**src/rtl/mem_access_unit.sv**
```systemverilog
// mem_access_unit: load/store access unit between the multicycle control unit
// and the data memory bus. It runs one word-aligned valid/ready transfer per
// request, builds byte enables and lane-replicated store data, and extends
// load data. It reports misaligned, illegal-size and bus-timeout faults.
module mem_access_unit #(
  parameter int unsigned TIMEOUT_CYCLES = 16
) (
  input  logic        clk,
  input  logic        resetn,
  input  logic        req_read,
  input  logic        req_write,
  input  logic [2:0]  funct3,
  input  logic [31:0] addr,
  input  logic [31:0] wdata,
  output logic        busy,
  output logic        done,
  output logic [31:0] rdata,
  output logic [1:0]  fault,
  output logic        mem_valid,
  output logic        mem_we,
  output logic [31:0] mem_addr,
  output logic [3:0]  mem_be,
  output logic [31:0] mem_wdata,
  input  logic        mem_ready,
  input  logic [31:0] mem_rdata
);

  typedef enum logic [1:0] {
    IDLE   = 2'd0,
    ACCESS = 2'd1,
    RESP   = 2'd2
  } state_e;

  localparam logic [1:0] FAULT_OK       = 2'b00;
  localparam logic [1:0] FAULT_MISALIGN = 2'b01;
  localparam logic [1:0] FAULT_ILLEGAL  = 2'b10;
  localparam logic [1:0] FAULT_TIMEOUT  = 2'b11;

  // A zero TIMEOUT_CYCLES turns the watchdog off. The last-count value wraps
  // in that case, but it is never used.
  localparam bit          TIMEOUT_EN   = (TIMEOUT_CYCLES != 0);
  localparam logic [31:0] TIMEOUT_LAST = 32'(TIMEOUT_CYCLES - 1);

  state_e      state_q, state_d;
  logic [31:0] addr_q, addr_d;
  logic [2:0]  funct3_q, funct3_d;
  logic [31:0] wdata_q, wdata_d;
  logic        we_q, we_d;
  logic [1:0]  fault_q, fault_d;
  logic [31:0] rdata_q, rdata_d;
  logic [31:0] cnt_q, cnt_d;

  logic        reqAny;
  logic        reqIllegal;
  logic        reqMisaligned;
  logic [3:0]  beCalc;
  logic [31:0] wdataCalc;
  logic [31:0] laneData;
  logic [31:0] loadValue;

  // Classify the live request. An illegal size code takes precedence over
  // misalignment; a store with a load-only (unsigned) code is illegal.
  always_comb begin
    reqAny        = req_read | req_write;
    reqIllegal    = 1'b0;
    reqMisaligned = 1'b0;
    if (req_write) begin
      reqIllegal = funct3[2] | (funct3 == 3'b011);
    end else begin
      reqIllegal = (funct3 == 3'b011) | (funct3 == 3'b110) | (funct3 == 3'b111);
    end
    if (funct3[1:0] == 2'b01) begin
      reqMisaligned = addr[0];
    end else if (funct3[1:0] == 2'b10) begin
      reqMisaligned = (addr[1:0] != 2'b00);
    end
  end

  // Byte enables, replicated store data and extended load data, all taken
  // from the request captured in IDLE so the bus stays stable during waits.
  always_comb begin
    beCalc    = 4'b1111;
    wdataCalc = wdata_q;
    laneData  = mem_rdata >> {addr_q[1:0], 3'b000};
    loadValue = laneData;
    case (funct3_q[1:0])
      2'b00: begin
        beCalc    = 4'b0001 << addr_q[1:0];
        wdataCalc = {4{wdata_q[7:0]}};
      end
      2'b01: begin
        beCalc    = addr_q[1] ? 4'b1100 : 4'b0011;
        wdataCalc = {2{wdata_q[15:0]}};
      end
      default: begin
        beCalc    = 4'b1111;
        wdataCalc = wdata_q;
      end
    endcase
    case (funct3_q)
      3'b000:  loadValue = {{24{laneData[7]}}, laneData[7:0]};
      3'b001:  loadValue = {{16{laneData[15]}}, laneData[15:0]};
      3'b100:  loadValue = {24'd0, laneData[7:0]};
      3'b101:  loadValue = {16'd0, laneData[15:0]};
      default: loadValue = laneData;
    endcase
  end

  // Next-state logic: capture and check the request in IDLE, wait for the
  // bus or the watchdog in ACCESS, and pulse completion for one RESP cycle.
  always_comb begin
    state_d  = state_q;
    addr_d   = addr_q;
    funct3_d = funct3_q;
    wdata_d  = wdata_q;
    we_d     = we_q;
    fault_d  = fault_q;
    rdata_d  = rdata_q;
    cnt_d    = cnt_q;
    case (state_q)
      IDLE: begin
        if (reqAny) begin
          addr_d   = addr;
          funct3_d = funct3;
          wdata_d  = wdata;
          we_d     = req_write;
          cnt_d    = 32'd0;
          if (reqIllegal) begin
            fault_d = FAULT_ILLEGAL;
            state_d = RESP;
          end else if (reqMisaligned) begin
            fault_d = FAULT_MISALIGN;
            state_d = RESP;
          end else begin
            fault_d = FAULT_OK;
            state_d = ACCESS;
          end
        end
      end
      ACCESS: begin
        if (mem_ready) begin
          fault_d = FAULT_OK;
          if (!we_q) begin
            rdata_d = loadValue;
          end
          state_d = RESP;
        end else if (TIMEOUT_EN && (cnt_q == TIMEOUT_LAST)) begin
          fault_d = FAULT_TIMEOUT;
          state_d = RESP;
        end else begin
          cnt_d = cnt_q + 32'd1;
        end
      end
      RESP: begin
        state_d = IDLE;
      end
      default: begin
        state_d = IDLE;
      end
    endcase
  end

  // State and captured-request registers with asynchronous active-low reset.
  always_ff @(posedge clk or negedge resetn) begin
    if (!resetn) begin
      state_q  <= IDLE;
      addr_q   <= 32'd0;
      funct3_q <= 3'd0;
      wdata_q  <= 32'd0;
      we_q     <= 1'b0;
      fault_q  <= FAULT_OK;
      rdata_q  <= 32'd0;
      cnt_q    <= 32'd0;
    end else begin
      state_q  <= state_d;
      addr_q   <= addr_d;
      funct3_q <= funct3_d;
      wdata_q  <= wdata_d;
      we_q     <= we_d;
      fault_q  <= fault_d;
      rdata_q  <= rdata_d;
      cnt_q    <= cnt_d;
    end
  end

  // Output decode. Bus strobes exist only in ACCESS, so a reset mid-transfer
  // drops them at once; busy stalls the control unit until RESP.
  always_comb begin
    mem_valid = (state_q == ACCESS);
    mem_we    = (state_q == ACCESS) & we_q;
    mem_addr  = {addr_q[31:2], 2'b00};
    mem_be    = (state_q == ACCESS) ? beCalc : 4'b0000;
    mem_wdata = ((state_q == ACCESS) && we_q) ? wdataCalc : 32'd0;
    done      = (state_q == RESP);
    fault     = fault_q;
    rdata     = rdata_q;
    busy      = ((state_q == IDLE) & reqAny) | (state_q == ACCESS);
  end

endmodule

```
**config.mk**
```make
export PLATFORM = sky130hd
export DESIGN_NAME = mem_access_unit
export DESIGN_NICKNAME = d
export VERILOG_FILES = /design/src/rtl/mem_access_unit.sv
export SDC_FILE = /design/constraint.sdc
export NUM_CORES = 1
export LEC_CHECK = 0
export ABC_AREA = 1
export CORE_ASPECT_RATIO = 1.2
export CORE_MARGIN = 4
export CORE_UTILIZATION = 33
export CTS_CLUSTER_SIZE = 16
export DETAILED_ROUTE_END_ITERATION = 10
export PLACE_DENSITY = 0.65
export RECOVER_POWER = 25
export SYNTH_ARGS = -nofsm -noshare
export SYNTH_HDL_FRONTEND = slang
export SYNTH_SLANG_ARGS = --single-unit
```
**constraint.sdc**
```tcl
create_clock -name clk -period 4 [get_ports clk]
set_input_delay 1.2 -clock clk [delete_from_list [all_inputs] [get_ports clk]]
set_output_delay 1.2 -clock clk [all_outputs]
set_load 0.05 [all_outputs]
```
# After elaboration in Yosys (flattened, before gate mapping)

Index checks and enable logic that the tools add are counted.

Register bits: 136
Bits in latches: 0
RAM bits: 0
ROM bits: 0
Bits of input ports: 104
Output and inout bits: 106
Word-level logic and storage cells: 71
Memories: 0

Add/sub/neg operators: 1
Multipliers: 0
Divide/modulo/power cells: 0
Order comparisons: 0
Eq/ne operators: 16
Shift-type cells: 2
Mux-type cells: 25
Bitwise operators: 8
Reductions and logical operators: 11

Operator list:

| cell                                             | count |
|---|---|
| two-way mux 32 bit                               | 4 |
| one-hot mux 32 bit (2 select lines)              | 2 |
| one-hot mux 32 bit (4 select lines)              | 1 |
| adder 32 x 1 -> 32 bit (second input constant)   | 1 |
| == test 32 x 4 -> 1 bit (second input constant)  | 1 |
| right shift 32 x 5 -> 32 bit                     | 1 |
| two-way mux 2 bit                                | 9 |
| == test 3 bit (second input constant)            | 4 |
| two-way mux 4 bit                                | 2 |
| one-hot mux 2 bit (2 select lines)               | 2 |
| one-hot mux 4 bit (2 select lines)               | 1 |
| == test 2 x 1 -> 1 bit (second input constant)   | 3 |
| inequality test 2 bit (second input constant)    | 3 |
| AND reduction 3 bit                              | 2 |
| bitwise OR 1 bit                                 | 5 |
| == test 2 bit (second input constant)            | 2 |
| zero test 2 bit                                  | 2 |
| two-way mux 1 bit                                | 4 |
| AND reduction 2 bit                              | 2 |
| AND reduction 4 bit                              | 1 |
| nonzero test 2 bit                               | 2 |
| << shifter 1 x 2 -> 4 bit (first input constant) | 1 |
| == test 3 x 1 -> 1 bit (second input constant)   | 1 |
| == test 3 x 2 -> 1 bit (second input constant)   | 1 |
| 5 further kinds                                  | 6 |

# Logic depth before layout (Yosys ltp)

Depth after elaboration: 7
Mapped depth: 11
Gate-level depth less buffers: 10

# Least setup slack after synthesis

Ideal clock, no wire load.

Kind: register -> output
Start point: register state_q[1]
End point: output port mem_wdata[15]
Arrival: 2652 ps
Required time: 2800 ps
Setup slack: 148 ps
Stages on the path, launching flop included: 6
Buffers on the path: 0
Cell sequence: dfrtp_1 -> inv_1 -> nand2_2 -> nor2_2 -> clkinv_1 -> nor3_1

Word-level cells in the longest chain between the ends: 3

RTL lines:

| what                     | line | source |
|---|---|---|
| start: declaration       | 44   | `state_e state_q, state_d;` |
| start signal: assignment | 175  | `state_q <= state_d;` |
| == test 2 x 1 -> 1 bit   | 193  | `mem_wdata = ((state_q == ACCESS) && we_q) ? wdataCalc : 32'd0;` |
| logical AND 1 bit        | 193  |  |
| two-way mux 32 bit       | 193  |  |
| end: declaration         | 23   | `output logic [31:0] mem_wdata,` |

No other way between the ends.

# Final worst setup path

Start point: register funct3_q[1]
End point: output port mem_wdata[10]

Word-level cells in the longest chain between the ends: 3
Elaborated cells on any way between the ends: 4
Those cells by class: eq/ne (1); mux (2); reduce/logical (1)

RTL lines:

| what                                                             | line | source |
|---|---|---|
| start: declaration                                               | 46   | `logic [2:0] funct3_q, funct3_d;` |
| start signal: assignment                                         | 177  | `funct3_q <= funct3_d;` |
| == test 2 x 1 -> 1 bit / zero test 2 bit (equally long branches) | 86   | `case (funct3_q[1:0])` |
| one-hot mux 32 bit (2 select lines) (*)                          | 86   |  |
| two-way mux 32 bit (*)                                           | 193  |  |

Mark *: on every way between the ends. The rest lies on a longest branch, timed or not.

==> reports/metrics.cfg <==
[synthesis]
seq_area_frac_synth_pct=44.1
synth_edf_count=0
synth_top_area_share_pct=44.1
synth_cells=964
synthTopCellsByArea=dfrtp_1 (44%), nand2_1 (12%), mux2_2 (8.0%), nor2_1 (7.2%), nand3_1 (4.4%)
synth_ff_type=dfrtp_1
synth-seq-cells=136
ys_warn_count=0
syn_area_um2=7720
syn_avg_cell_area_um2=8.01
synth_cell_type_count=37
yosys.area.top_type=dfrtp_1
async_flop_share_pct=100

[final_layout]
multi_input_area_um2=3560
final_cell_mix=nand2_1 (239), clkdlybuf4s50_1 (182), nor2_1 (149), dfrtp_1 (136), inv_1 (69)
drive_gt1_share_pct=14.2
regArea_um2=3400
fin_util_pct=45.3
area_growth_pct=35.8
nets=1236
num-fill-cells=2273
final_common_cell=nand2_1

[power_and_ir_drop]
total_power_mw=8.11
intPower_mw=4.40
switching_power_mw=3.71
peakVddDrop_mv=0.273
sequentialPowerShare_pct=28.2
clkPwrFrac_pct=19.9
p_leak_nw=4.53
pwr-share-comb_pct=52.0
power_density_nw_per_um2=773
p_sw_share_pct=45.8

[drt]
drt_first_pass_iters=5
wire_per_inst_um=15.6
drtAntennaViolNets=0
drc_errors=0
vias=6904
drt_iter0_markers=425
drt-total-wl_um=22800
avgViaCountPerCell=4.73

[floorplan]
core_area_um2=23100
die_area_um2=25900
start_util_pct=33.4
chipWidth_um=148
pin_count=210
rows=61
die_h_um=176

[sta]
layout_min_cycle_time_ps=3760
slew_viol_final=69
rsz0062_at_grt=no
fin_crit_sh_pct=93.9
setup_slack_ps=243
worstMarginPinSlew_ps=1710
max_slew_margin_pct=-13.9
timing.hold.ws_ps=479
finalSetupTns_ps=0
finalHoldViolCount=0
setup_viol_count_final=0
fin_skew_ps=8.62
timing.fmax_mhz=266

[global_routing]
grt_pass1_wl_um=36500
antenna_found_initial=1
grt_overflow_total=0
grt_max_degree=70
grt_pass1_vias=6902
grt_usage_pct=17.6

[outcome]
violations=max-capacitance violations, max-slew violations
status=finished, violations left

[placed_design]
gp_congestion=0.921
portBuffers=207
dpl_worst_slack_ps=478
place_hpwl_um=17300

[critical_path]
arrival_ps=2560
worstSetupStartpointType=flop
critPathSlowestCell=clkdlybuf4s50_1
required_ps=2800
path_class=reg -> out
endpoint_kind=output pin
max_stage_delay_ps=830
worstPathCellList=nor2_1 > inv_1 > o221ai_1 > nor2_1 > clkdlybuf4s50_1
cp_common_cell=nor2_1
critPathMaxFanout=15

[hold_path]
hold_class=reg -> reg

[clock_network]
cts_buffers=17
ctsResizeCount=0
cts_max_level=4
clk_latency_ps=410
clock-sinks=136
holdBufCountCts=0
cts_root_buf=clkbuf_16
clk_pin_slew_ps=60
clk_path_buf_depth=2
cts_setup_buffers=0
cts_tree=done

[job]
max-cap-violations=1

logic make-up after synthesis:
group | count (synthesis) | synth area share, %
muxes | 62 | 8.93
other | 1 | 0.0486
xor gates and xnor gates | 8 | 0.908
DFF | 136 | 44.1
adders and majority gates | 1 | 0.162
buffers and inverters | 148 | 10.0
and+or+nand+nor | 482 | 25.4
AOI/OAI and AO/OA | 126 | 10.4
worst max-delay path, delay by kind of cell (launching register included):
| kind | cells | cell delay (ps) |
|---|---|---|
| AOI/OAI and AO/OA | 1 | 180 |
| DFF | 1 | 660 |
| buffers and inverters | 2 | 1050 |
| and+or+nand+nor | 2 | 260 |
layout make-up:
class	instances	area share, %
Multi-Input combinational cell	681	33.9
Sequential cell	136	32.5
Timing Repair Buffer	219	21.3
Clock buffer	21	4.39
Tap cell	315	3.76
Inverter	76	2.74
Clock inverter	11	1.38
Antenna cell	1	0.0239
per-layer routing:
| metal | vias to the layer above | track usage [%] | part of all wire, % |
|---|---|---|---|
| li1 | 3423 | - | - |
| met1 | 3267 | 21.8 | 43 |
| met2 | 179 | 30.6 | 50 |
| met3 | 35 | 3.59 | 4.7 |
| met4 | 0 | 5.56 | 2.3 |
| met5 | - | 0 | 0 |
sequential cells by signal, indices dropped and copies added, names as in the netlist:
name      cells
addr_q       32
cnt_q        32
rdata        32
wdata_q      32
funct3_q      3
fault         2
state_q       2
we_q          1
synthesized netlist by cell type, types with 2 or more instances:
cell type	n
inv_1	69
nand3_1	68
o21ai_2	17
inv_2	4
a31oi_1	9
o21bai_1	18
nor2_2	6
clkbuf_1	17
buf_8	3
o221ai_1	7
dfrtp_1	136
a21oi_1	25
nor3_1	4
o21ai_1	6
mux2i_1	7
nor2_1	149
buf_12	2
nand4_1	3
xor2_1	7
clkinv_1	2
mux2_2	55
buf_4	35
nand2_2	10
a22o_1	7
nand2_1	239
o21ai_0	36
buf_2	13
final timing paths:
path	start	to	slack, ps	cells past startpoint
worst min register to register	we_q	we_q	480	2
worst max-delay path	funct3_q[1]	mem_wdata[10]	240	5
worst min-delay path	we_q	we_q	480	2
worst max register to register	cnt_q[0]	cnt_q[22]	1810	9
min in group asynchronous	resetn	addr_q[7]	1250	1
max in group asynchronous	resetn	wdata_q[8]	850	2
power groups by stage:
stage	Combinational (mW)	Sequential, mW	Clock [mW]
finish	4.21	2.28	1.61
global route	4.49	2.36	1.71
CTS	4.26	2.28	1.66
detailed placement	4.24	2.30	0
global placement	4.21	2.29	0
floorplan	2.66	2.75	0
stage by stage:
| stage | area [um2] | instances |
|---|---|---|
| after global placement | 9900 | 1427 |
| final | 10500 | 1460 |
| after detailed placement | 9900 | 1427 |
| after floorplan | 7720 | 965 |
| after CTS | 10500 | 1459 |
| after global routing | 10500 | 1460 |
(Power assumes the default switching activity.)
